`config.mk`:
```
export PLATFORM = sky130hd
export DESIGN_NAME = vga_sprite_mixer_flat
export DESIGN_NICKNAME = d
export VERILOG_FILES = /design/src/rtl/vga_pkg.sv /design/src/rtl/vga_sprite_mixer_if.sv /design/src/rtl/vga_sprite_mixer_motion.sv /design/src/rtl/vga_sprite_mixer.sv /design/src/flat_wrapper.sv
export SDC_FILE = /design/constraint.sdc
export NUM_CORES = 1
export LEC_CHECK = 0
export CAP_MARGIN = 25
export CORE_ASPECT_RATIO = 2
export CORE_MARGIN = 3
export CORE_UTILIZATION = 50
export CTS_BUF_LIST = sky130_fd_sc_hd__clkbuf_16
export DETAILED_ROUTE_END_ITERATION = 8
export GPL_ROUTABILITY_DRIVEN = 0
export PLACE_DENSITY = 0.75
export REMOVE_ABC_BUFFERS = 1
export SYNTH_ARGS = -nofsm -noshare
export SYNTH_HDL_FRONTEND = slang
export SYNTH_SLANG_ARGS = --single-unit
export TNS_END_PERCENT = 100
```
`constraint.sdc`:
```
create_clock -name clk -period 3.2 [get_ports clk]
set_input_delay 0.64 -clock clk [delete_from_list [all_inputs] [get_ports clk]]
set_output_delay 0.64 -clock clk [all_outputs]
set_load 0.01 [all_outputs]
```
`src/rtl/vga_pkg.sv`:
```
// Shared types and default timing constants for the VGA pixel pipeline.
package vga_pkg;

    localparam int H_DISPLAY = 640;
    localparam int V_DISPLAY = 480;

    // The timing generator's N_MIXER_PIPE_STAGES must equal this value.
    localparam int MIXER_PIPE_STAGES = 2;

    typedef struct packed {
        logic [3:0] r;
        logic [3:0] g;
        logic [3:0] b;
    } rgb_t;

    typedef enum logic {
        DIR_NEG = 1'b0,
        DIR_POS = 1'b1
    } dir_t;

    function automatic rgb_t background(input logic [3:0] hx, input logic [3:0] vy);
        rgb_t c;
        c.r = hx;
        c.g = vy;
        c.b = hx ^ vy;
        return c;
    endfunction

endpackage

```
`src/rtl/vga_sprite_mixer_if.sv`:
```
// Pixel-stage bundle between the timing generator (master) and the sprite mixer (slave).
interface vga_sprite_mixer_if #(
    parameter int HPOS_WIDTH = 10,
    parameter int VPOS_WIDTH = 10
);

    logic                  pixel_en;
    logic                  hsync_in;
    logic                  vsync_in;
    logic                  display_on_in;
    logic [HPOS_WIDTH-1:0] hpos;
    logic [VPOS_WIDTH-1:0] vpos;
    logic [2:0]            speed;
    logic [11:0]           sprite_rgb;
    logic                  hsync;
    logic                  vsync;
    logic [11:0]           rgb;
    logic                  frame_tick;

    modport master (
        output pixel_en, hsync_in, vsync_in, display_on_in, hpos, vpos, speed, sprite_rgb,
        input  hsync, vsync, rgb, frame_tick
    );

    modport slave (
        input  pixel_en, hsync_in, vsync_in, display_on_in, hpos, vpos, speed, sprite_rgb,
        output hsync, vsync, rgb, frame_tick
    );

endinterface

```
`src/rtl/vga_sprite_mixer_motion.sv`:
```
// Sprite position keeper: detects the vsync falling edge and bounces the sprite
// off the visible-area edges once per frame.
module sprite_motion #(
    parameter int HPOS_WIDTH = 10,
    parameter int VPOS_WIDTH = 10,
    parameter int H_DISPLAY  = 640,
    parameter int V_DISPLAY  = 480,
    parameter int SPRITE_W   = 32,
    parameter int SPRITE_H   = 24,
    parameter int SPRITE_X0  = 100,
    parameter int SPRITE_Y0  = 50
) (
    input  logic                  clk,
    input  logic                  rst,
    input  logic                  pixel_en,
    input  logic                  vsync_in,
    input  logic [2:0]            speed,
    output logic [HPOS_WIDTH-1:0] sx,
    output logic [VPOS_WIDTH-1:0] sy,
    output logic                  frame_tick
);

    import vga_pkg::*;

    localparam logic [HPOS_WIDTH:0]   X_LIM = (HPOS_WIDTH+1)'(H_DISPLAY);
    localparam logic [HPOS_WIDTH:0]   X_SPR = (HPOS_WIDTH+1)'(SPRITE_W);
    localparam logic [HPOS_WIDTH-1:0] X_MAX = HPOS_WIDTH'(H_DISPLAY - SPRITE_W);
    localparam logic [VPOS_WIDTH:0]   Y_LIM = (VPOS_WIDTH+1)'(V_DISPLAY);
    localparam logic [VPOS_WIDTH:0]   Y_SPR = (VPOS_WIDTH+1)'(SPRITE_H);
    localparam logic [VPOS_WIDTH-1:0] Y_MAX = VPOS_WIDTH'(V_DISPLAY - SPRITE_H);

    dir_t                  dx, dy, dx_next, dy_next;
    logic [HPOS_WIDTH-1:0] sx_next;
    logic [VPOS_WIDTH-1:0] sy_next;
    logic                  vsync_prev;
    logic                  trigger;

    logic [HPOS_WIDTH-1:0] step_x;
    logic [VPOS_WIDTH-1:0] step_y;
    logic [HPOS_WIDTH:0]   sx_w, step_x_w;
    logic [VPOS_WIDTH:0]   sy_w, step_y_w;

    assign trigger  = pixel_en && vsync_prev && !vsync_in;

    assign step_x   = {{(HPOS_WIDTH-3){1'b0}}, speed};
    assign step_y   = {{(VPOS_WIDTH-3){1'b0}}, speed};
    assign sx_w     = {1'b0, sx};
    assign sy_w     = {1'b0, sy};
    assign step_x_w = {1'b0, step_x};
    assign step_y_w = {1'b0, step_y};

    always_comb begin
        sx_next = sx;
        dx_next = dx;
        if (dx == DIR_POS) begin
            if (sx_w + X_SPR + step_x_w > X_LIM) begin
                sx_next = X_MAX;
                dx_next = DIR_NEG;
            end else begin
                sx_next = sx + step_x;
            end
        end else if (sx_w < step_x_w) begin
            sx_next = '0;
            dx_next = DIR_POS;
        end else begin
            sx_next = sx - step_x;
        end
    end

    always_comb begin
        sy_next = sy;
        dy_next = dy;
        if (dy == DIR_POS) begin
            if (sy_w + Y_SPR + step_y_w > Y_LIM) begin
                sy_next = Y_MAX;
                dy_next = DIR_NEG;
            end else begin
                sy_next = sy + step_y;
            end
        end else if (sy_w < step_y_w) begin
            sy_next = '0;
            dy_next = DIR_POS;
        end else begin
            sy_next = sy - step_y;
        end
    end

    // frame_tick sits outside the pixel_en gate so it is exactly one clk wide.
    always_ff @(posedge clk) begin
        if (rst) begin
            sx         <= HPOS_WIDTH'(SPRITE_X0);
            sy         <= VPOS_WIDTH'(SPRITE_Y0);
            dx         <= DIR_POS;
            dy         <= DIR_POS;
            vsync_prev <= 1'b1;
            frame_tick <= 1'b0;
        end else begin
            frame_tick <= trigger;
            if (pixel_en) begin
                vsync_prev <= vsync_in;
            end
            if (trigger) begin
                sx <= sx_next;
                sy <= sy_next;
                dx <= dx_next;
                dy <= dy_next;
            end
        end
    end

endmodule

```
`src/rtl/vga_sprite_mixer.sv`:
```
// Two-stage pixel pipeline: procedural background with one bouncing sprite on top;
// syncs are delayed by the same two stages so they leave aligned with the colour.
module vga_sprite_mixer #(
    parameter int HPOS_WIDTH = 10,
    parameter int VPOS_WIDTH = 10,
    parameter int H_DISPLAY  = 640,
    parameter int V_DISPLAY  = 480,
    parameter int SPRITE_W   = 32,
    parameter int SPRITE_H   = 24,
    parameter int SPRITE_X0  = 100,
    parameter int SPRITE_Y0  = 50
) (
    input logic               clk,
    input logic               rst,
    vga_sprite_mixer_if.slave bus
);

    import vga_pkg::*;

    localparam logic [HPOS_WIDTH:0] X_SPR = (HPOS_WIDTH+1)'(SPRITE_W);
    localparam logic [VPOS_WIDTH:0] Y_SPR = (VPOS_WIDTH+1)'(SPRITE_H);

    logic [HPOS_WIDTH-1:0] sx;
    logic [VPOS_WIDTH-1:0] sy;

    sprite_motion #(
        .HPOS_WIDTH (HPOS_WIDTH),
        .VPOS_WIDTH (VPOS_WIDTH),
        .H_DISPLAY  (H_DISPLAY),
        .V_DISPLAY  (V_DISPLAY),
        .SPRITE_W   (SPRITE_W),
        .SPRITE_H   (SPRITE_H),
        .SPRITE_X0  (SPRITE_X0),
        .SPRITE_Y0  (SPRITE_Y0)
    ) u_motion (
        .clk        (clk),
        .rst        (rst),
        .pixel_en   (bus.pixel_en),
        .vsync_in   (bus.vsync_in),
        .speed      (bus.speed),
        .sx         (sx),
        .sy         (sy),
        .frame_tick (bus.frame_tick)
    );

    logic [HPOS_WIDTH:0] hpos_w, sx_w;
    logic [VPOS_WIDTH:0] vpos_w, sy_w;
    logic                in_spr;
    rgb_t                bg;

    assign hpos_w = {1'b0, bus.hpos};
    assign vpos_w = {1'b0, bus.vpos};
    assign sx_w   = {1'b0, sx};
    assign sy_w   = {1'b0, sy};

    assign in_spr = (hpos_w >= sx_w) && (hpos_w < sx_w + X_SPR) &&
                    (vpos_w >= sy_w) && (vpos_w < sy_w + Y_SPR);
    assign bg     = background(bus.hpos[7:4], bus.vpos[7:4]);

    logic hsync1, vsync1, disp1, in_spr1;
    rgb_t bg1;
    logic hsync2, vsync2;
    rgb_t rgb2;

    // NOTE: non-blocking assignments let stage 2 read the stage-1 values from
    // before this edge, which is what makes the two stages a real pipeline.
    always_ff @(posedge clk) begin
        if (rst) begin
            hsync1  <= 1'b1;
            vsync1  <= 1'b1;
            disp1   <= 1'b0;
            in_spr1 <= 1'b0;
            bg1     <= '0;
            hsync2  <= 1'b1;
            vsync2  <= 1'b1;
            rgb2    <= '0;
        end else if (bus.pixel_en) begin
            hsync1  <= bus.hsync_in;
            vsync1  <= bus.vsync_in;
            disp1   <= bus.display_on_in;
            in_spr1 <= in_spr;
            bg1     <= bg;
            hsync2  <= hsync1;
            vsync2  <= vsync1;
            rgb2    <= !disp1 ? '0 : (in_spr1 ? rgb_t'(bus.sprite_rgb) : bg1);
        end
    end

    assign bus.hsync = hsync2;
    assign bus.vsync = vsync2;
    assign bus.rgb   = rgb2;

endmodule
```
`src/flat_wrapper.sv`:
```
// flat-port wrapper written by rule: the top's interface ports become plain ports
module vga_sprite_mixer_flat import vga_pkg::*;
#(
    parameter int HPOS_WIDTH = 10,
    parameter int VPOS_WIDTH = 10,
    parameter int H_DISPLAY  = 640,
    parameter int V_DISPLAY  = 480,
    parameter int SPRITE_W   = 32,
    parameter int SPRITE_H   = 24,
    parameter int SPRITE_X0  = 100,
    parameter int SPRITE_Y0  = 50
)
  (clk, rst, bus_pixel_en, bus_hsync_in, bus_vsync_in, bus_display_on_in, bus_hpos, bus_vpos, bus_speed, bus_sprite_rgb, bus_hsync, bus_vsync, bus_rgb, bus_frame_tick);
  vga_sprite_mixer_if #(.HPOS_WIDTH(HPOS_WIDTH), .VPOS_WIDTH(VPOS_WIDTH)) bus_i ();
  input logic clk;
  input logic rst;
  input wire logic [$bits(bus_i.pixel_en)-1:0] bus_pixel_en;
  input wire logic [$bits(bus_i.hsync_in)-1:0] bus_hsync_in;
  input wire logic [$bits(bus_i.vsync_in)-1:0] bus_vsync_in;
  input wire logic [$bits(bus_i.display_on_in)-1:0] bus_display_on_in;
  input wire logic [$bits(bus_i.hpos)-1:0] bus_hpos;
  input wire logic [$bits(bus_i.vpos)-1:0] bus_vpos;
  input wire logic [$bits(bus_i.speed)-1:0] bus_speed;
  input wire logic [$bits(bus_i.sprite_rgb)-1:0] bus_sprite_rgb;
  output wire logic [$bits(bus_i.hsync)-1:0] bus_hsync;
  output wire logic [$bits(bus_i.vsync)-1:0] bus_vsync;
  output wire logic [$bits(bus_i.rgb)-1:0] bus_rgb;
  output wire logic [$bits(bus_i.frame_tick)-1:0] bus_frame_tick;
  assign bus_i.pixel_en = bus_pixel_en;
  assign bus_i.hsync_in = bus_hsync_in;
  assign bus_i.vsync_in = bus_vsync_in;
  assign bus_i.display_on_in = bus_display_on_in;
  assign bus_i.hpos = bus_hpos;
  assign bus_i.vpos = bus_vpos;
  assign bus_i.speed = bus_speed;
  assign bus_i.sprite_rgb = bus_sprite_rgb;
  assign bus_hsync = bus_i.hsync;
  assign bus_vsync = bus_i.vsync;
  assign bus_rgb = bus_i.rgb;
  assign bus_frame_tick = bus_i.frame_tick;
  vga_sprite_mixer #(.HPOS_WIDTH(HPOS_WIDTH), .VPOS_WIDTH(VPOS_WIDTH), .H_DISPLAY(H_DISPLAY), .V_DISPLAY(V_DISPLAY), .SPRITE_W(SPRITE_W), .SPRITE_H(SPRITE_H), .SPRITE_X0(SPRITE_X0), .SPRITE_Y0(SPRITE_Y0)) u_core (.clk(clk), .rst(rst), .bus(bus_i));
endmodule
```
---- Word-level counts from Yosys, hierarchy flattened ----
Cells that the tools add are included.
storage, ports and cells
  register bits ........................... 53
  input bits .............................. 41
  output and inout bits ................... 15
  logic and storage cells ................. 54
cells by class
  add/sub/neg operators ................... 8
  $lt $le $gt $ge ......................... 8
  muxes and demuxes ....................... 14
  bitwise gates (word level) .............. 1
  reductions and logical operators ........ 6
operators with widths
  operator               number
  $mux 10                6
  $mux 12                2
  $add 11x3->11          2
  $lt 10x11->1           2
  $add 10x3->10          2
  $ge 10x10->1           2
  $lt 10x3->1            2
  $sub 10x3->10          2
  $add 10x5->11 const B  1
  $add 10x6->11 const B  1
  $gt 11x10->1 const B   1
  $gt 11x9->1 const B    1
  $mux 1                 6
  $logic_and 1x1->1      5
  $xor 4x4->4            1
  $logic_not 1->1        1

---- Logic depth before layout (Yosys ltp) ----
  word-level depth ........................ 5
  mapped depth ............................ 14
  mapped depth without buffers ............ 12

---- Cells and area by module ----
Synthesis repeated with hierarchy kept, for this count alone.
second synthesis, totals
  cells, all modules ...................... 582
  area, all modules ....................... 4,615.7 um^2
by module, submodules not included
  module            times used  cells each  area an instance (um^2)  sequential area each (um^2)
  sprite_motion     1           322         2,402.3                  480.5
  vga_sprite_mixer  1           260         2,213.4                  600.6

---- Worst setup path before layout ----
OpenSTA, ideal clock, no wires.
  kind .................................... input -> register
  from .................................... input port bus_speed[2]
  to ...................................... register u_core.u_motion.sx[7]
  setup time .............................. 0.120 ns
  data arrival time ....................... 2.758 ns
  setup slack ............................. 0.322 ns
  cell stages on the path ................. 9
  cells stage by stage .................... inv_1 > ha_1 > o311ai_4 > nand4_1 > nor3_1 > mux2_2 > o211ai_4 > a21oi_1 > o31a_1
on the way
  longest elaborated chain between the ends .. 4
  elaborated cells on any way between the ends .. 8
  those cells by class .................... add/sub: 3; order compare: 2; mux: 3
RTL lines
  element               line                            source
  from (decl)           flat_wrapper.sv:23              input wire logic [$bits(bus_i.speed)-1:0] bus_speed;
  $add 11x3->11         vga_sprite_mixer_motion.sv:56   if (sx_w + X_SPR + step_x_w > X_LIM) begin
  $gt 11x10->1          vga_sprite_mixer_motion.sv:56
  $mux 10               vga_sprite_mixer_motion.sv:56
  $mux 10 *             vga_sprite_mixer_motion.sv:55   if (dx == DIR_POS) begin
  to (signal assigned)  vga_sprite_mixer_motion.sv:91   sx <= HPOS_WIDTH'(SPRITE_X0);
  to (signal assigned)  vga_sprite_mixer_motion.sv:103  sx <= sx_next;
  to (decl)             vga_sprite_mixer_motion.sv:18   output logic [HPOS_WIDTH-1:0] sx,
Mark *: on every way between the ends. The rest lies on a longest branch, timed or not.
A chain may end at the register's enable or synchronous reset.

---- Final worst setup path ----
  from .................................... input port bus_speed[2]
  to ...................................... register u_core.u_motion.sx[0]
The elaborated chain is that of the path after synthesis.

==> metrics.md <==
| Metric | Value |
|---|---|
| Crit end category | `register` |
| Iter 0 DRT Violations | `a little under 400` |
| CTS H-Tree Depth | `2` |
| Detailed Routing Iterations Pass 1 | `8` |
| Finished Layout Cells | `~740` |
| Buffers on Ports | `55` |
| Fmax | `320 MHz` |
| Final Max Slew Viols | `0` |
| Number of synthesis warnings | `0` |
| Post-route design area | `5740 um2` |
| IO Pins | `56` |
| CTS Buf Count | `5` |
| Final wirelength | `13500 um` |
| Total grt overflow | `0` |
| Period utilisation layout | `97.7%` |
| First-pass GRT wire length | `21200 um` |
| Total core area | `about 8700 um2` |
| Die W | `73.2 um` |
| Max IR drop VDD | `0.205 mV` |
| Status | `completed` |
| DRC Markers | `0` |
| CP required | `3430 ps` |
| Final setup viols | `0` |
| Fraction of layout cells with a size suffix above 1 | `16.8%` |
| Post-synthesis async set-or-reset flop share | `0%` |
| CP startpoint kind | `input port` |
| Post-synth EDFFs | `0` |
| Die Y | `140 um` |
| Commonest non-fill, non-tap cells in the layout | `nor2_1 (59), clkdlybuf4s50_1 (54), dfxtp_1 (53)` |
| Vias in the first global route | `roughly 4500` |
| Area share of the largest cell type after synthesis | `between 20% and 30%` |
| Clk_lat worst skew | `300 ps` |
| Sink Count | `53` |
| Clock-pin slew on the worst setup and hold paths | `70 ps` |
| Fillers | `approximately 710` |
| Primary FF master, synth | `dfxtp_1` |
| Final TNS setup | `0 ps` |
| Most common cell after layout, fill and taps aside | `nor2_1` |
| Max_slew headroom | `52.7%` |
| Synth unique cells | `76` |
| Clk buf depth | `2` |
| Synth top area cells | `dfxtp_1 (23%), ha_1 (14%), nor2_1 (4.9%), o21ai_0 (4.3%), a21oi_1 (4.0%)` |
| WL/cell | `18.1 um` |
| Rows | `48` |
| P per Cell Area | `approximately 310 nW/um2` |
| Largest net degree at the start of global routing | `37` |
| Sequential fraction of the synthesis area | `23.5%` |
| Setup repair after global routing missed its margin | `false` |
| Max Cap Viol | `0` |
| Tmin final | `3130 ps` |
| CTS Root Cell | `clkbuf_16` |
| Leading area contributor after synthesis | `dfxtp_1` |
| #FFs+latches synth | `53` |
| Worst Clk Skew | `8.22 ps` |
| Placed wire-length estimate | `about 10000 um` |
| Initial antenna violation count | `0` |
| Mapped Area | `4520 um2` |
| Lkg Pwr | `around 2.3 nW` |
| Die area | `~10000 um2` |
| Nets | `738` |
| Placed Cells | `732` |
| ANT nets after route | `0` |
| Worst-Margin Slew | `705 ps` |
| Syn_area_per_cell | `8.12 um2` |
| Vias per std cell | `6.10` |
| Aggregate global-route resource usage | `roughly a quarter` |
| Initial Util | `between 50% and 60%` |
| Post-Syn Instances | `556` |
| Via count | `4541` |
| Antenna diodes | `0` |
| Worst Path Max Fanout | `4` |
| Worst hold path type | `reg2reg` |
| WS Path Type | `in2reg` |
| TritonCTS clock tree | `yes` |
| CP arrival | `3350 ps` |
| Hold Vio Cnt, Final | `0` |
| Placed Instance Area | `roughly 5400 um2` |
| Syn-to-layout area delta | `27.1%` |
sequential cells by signal, indices dropped and copies added, names as in the netlist:
name                        cells
u_core.bus.hsync                1
u_core.bg1                     12
u_core.u_motion.sy             10
u_core.bus.rgb                 12
u_core.vsync1                   1
u_core.u_motion.sx             10
u_core.bus.vsync                1
u_core.disp1                    1
u_core.hsync1                   1
u_core.u_motion.dx              1
u_core.u_motion.frame_tick      1
u_core.u_motion.dy              1
u_core.in_spr1                  1
through the flow:
stage / util (%) / power (mW) / worst slack (ps) / hold WS [ps]
floorplan: - / 0.972 / 319 / 441
global placement: 62.4 / 1.16 / -339 / 453
detailed placement: 62.4 / 1.18 / -410 / 462
CTS: 64.3 / 1.75 / 2.63 / 480
global route: 65.9 / 1.85 / 0.0735 / 497
finish: 65.9 / 1.77 / 72.2 / 474
synthesized netlist by cell type (4+ instances only):
cell	count
a211oi_1	9
a21o_1	7
a21oi_1	36
a31oi_1	4
buf_1	5
buf_2	9
clkbuf_1	10
dfxtp_1	53
fa_1	4
ha_1	50
inv_1	38
mux2_2	14
mux2i_1	16
nand2_1	23
nand2b_1	13
nand3_1	6
nand4_1	8
nor2_1	59
nor2b_1	25
nor3_1	17
nor4_1	6
o21a_1	8
o21ai_0	39
o21ai_1	5
or4_1	4
xnor2_1	19
cell families (layout without fill, tap and decap cells):
| group | after synthesis | in the layout | synth area share (%) |
|---|---|---|---|
| compound gates | 155 | 156 | 23.5 |
| flops | 53 | 53 | 23.5 |
| buf+inv | 65 | 152 | 5.79 |
| xor+xnor | 21 | 21 | 4.07 |
| mux | 30 | 30 | 7.04 |
| simple gates | 178 | 178 | 20.4 |
| fa+ha+maj | 54 | 54 | 15.6 |
layer usage:
layer,up-vias,GRT usage (%),wire length [um]
li1,2177,-,-
met1,2118,25.8,4660
met2,176,48.6,7360
met3,70,3.59,622
met4,0,17.4,844
met5,-,0,0
final cells by class:
type,instances,area (um2),share of cell area (%)
well taps,100,125,2.18
multi-input cells,439,3330,58.0
clock inverters,3,25.0,0.436
inverters,38,143,2.48
repair buffers,106,932,16.2
flip-flops and latches,53,1060,18.5
clock buffers,5,125,2.18
power breakdown:
part	switching (mW)	internal, mW	total [mW]
logic	0.241	0.247	0.488
registers	0.0271	0.685	0.712
clock network	0.270	0.297	0.567
total	0.538	1.23	1.77
worst paths after layout:
path | start | endpoint | slack, ps | depth (start not counted)
max reg2reg | u_core.u_motion.sx[0] | u_core.u_motion.sx[0] | 390 | 11
min reg2reg | u_core.bus.hsync | u_core.bus.hsync | 470 | 2
max | bus_speed[2] | u_core.u_motion.sx[0] | 70 | 12
min | u_core.bus.hsync | u_core.bus.hsync | 470 | 2
worst max-delay path, cell delays in order:
cell and delay, ps:
clkdlybuf4s50_1 430, buf_4 160, ha_1 200, o21ba_4 260, buf_4 130, nor4b_2 180, o21ai_1 90, a211o_1 340
a21oi_4 250, o211ai_4 130, a2111o_1 470, o21ai_2 70
timing repair:
action,in CTS,in global routing
buffers inserted,0,3
cloned,0,1
endpoints found under the setup margin,11,21
pin swaps,0,9
gates resized for setup,4,21
hold buffers,0,0
Power figures use the tool's default switching activity.
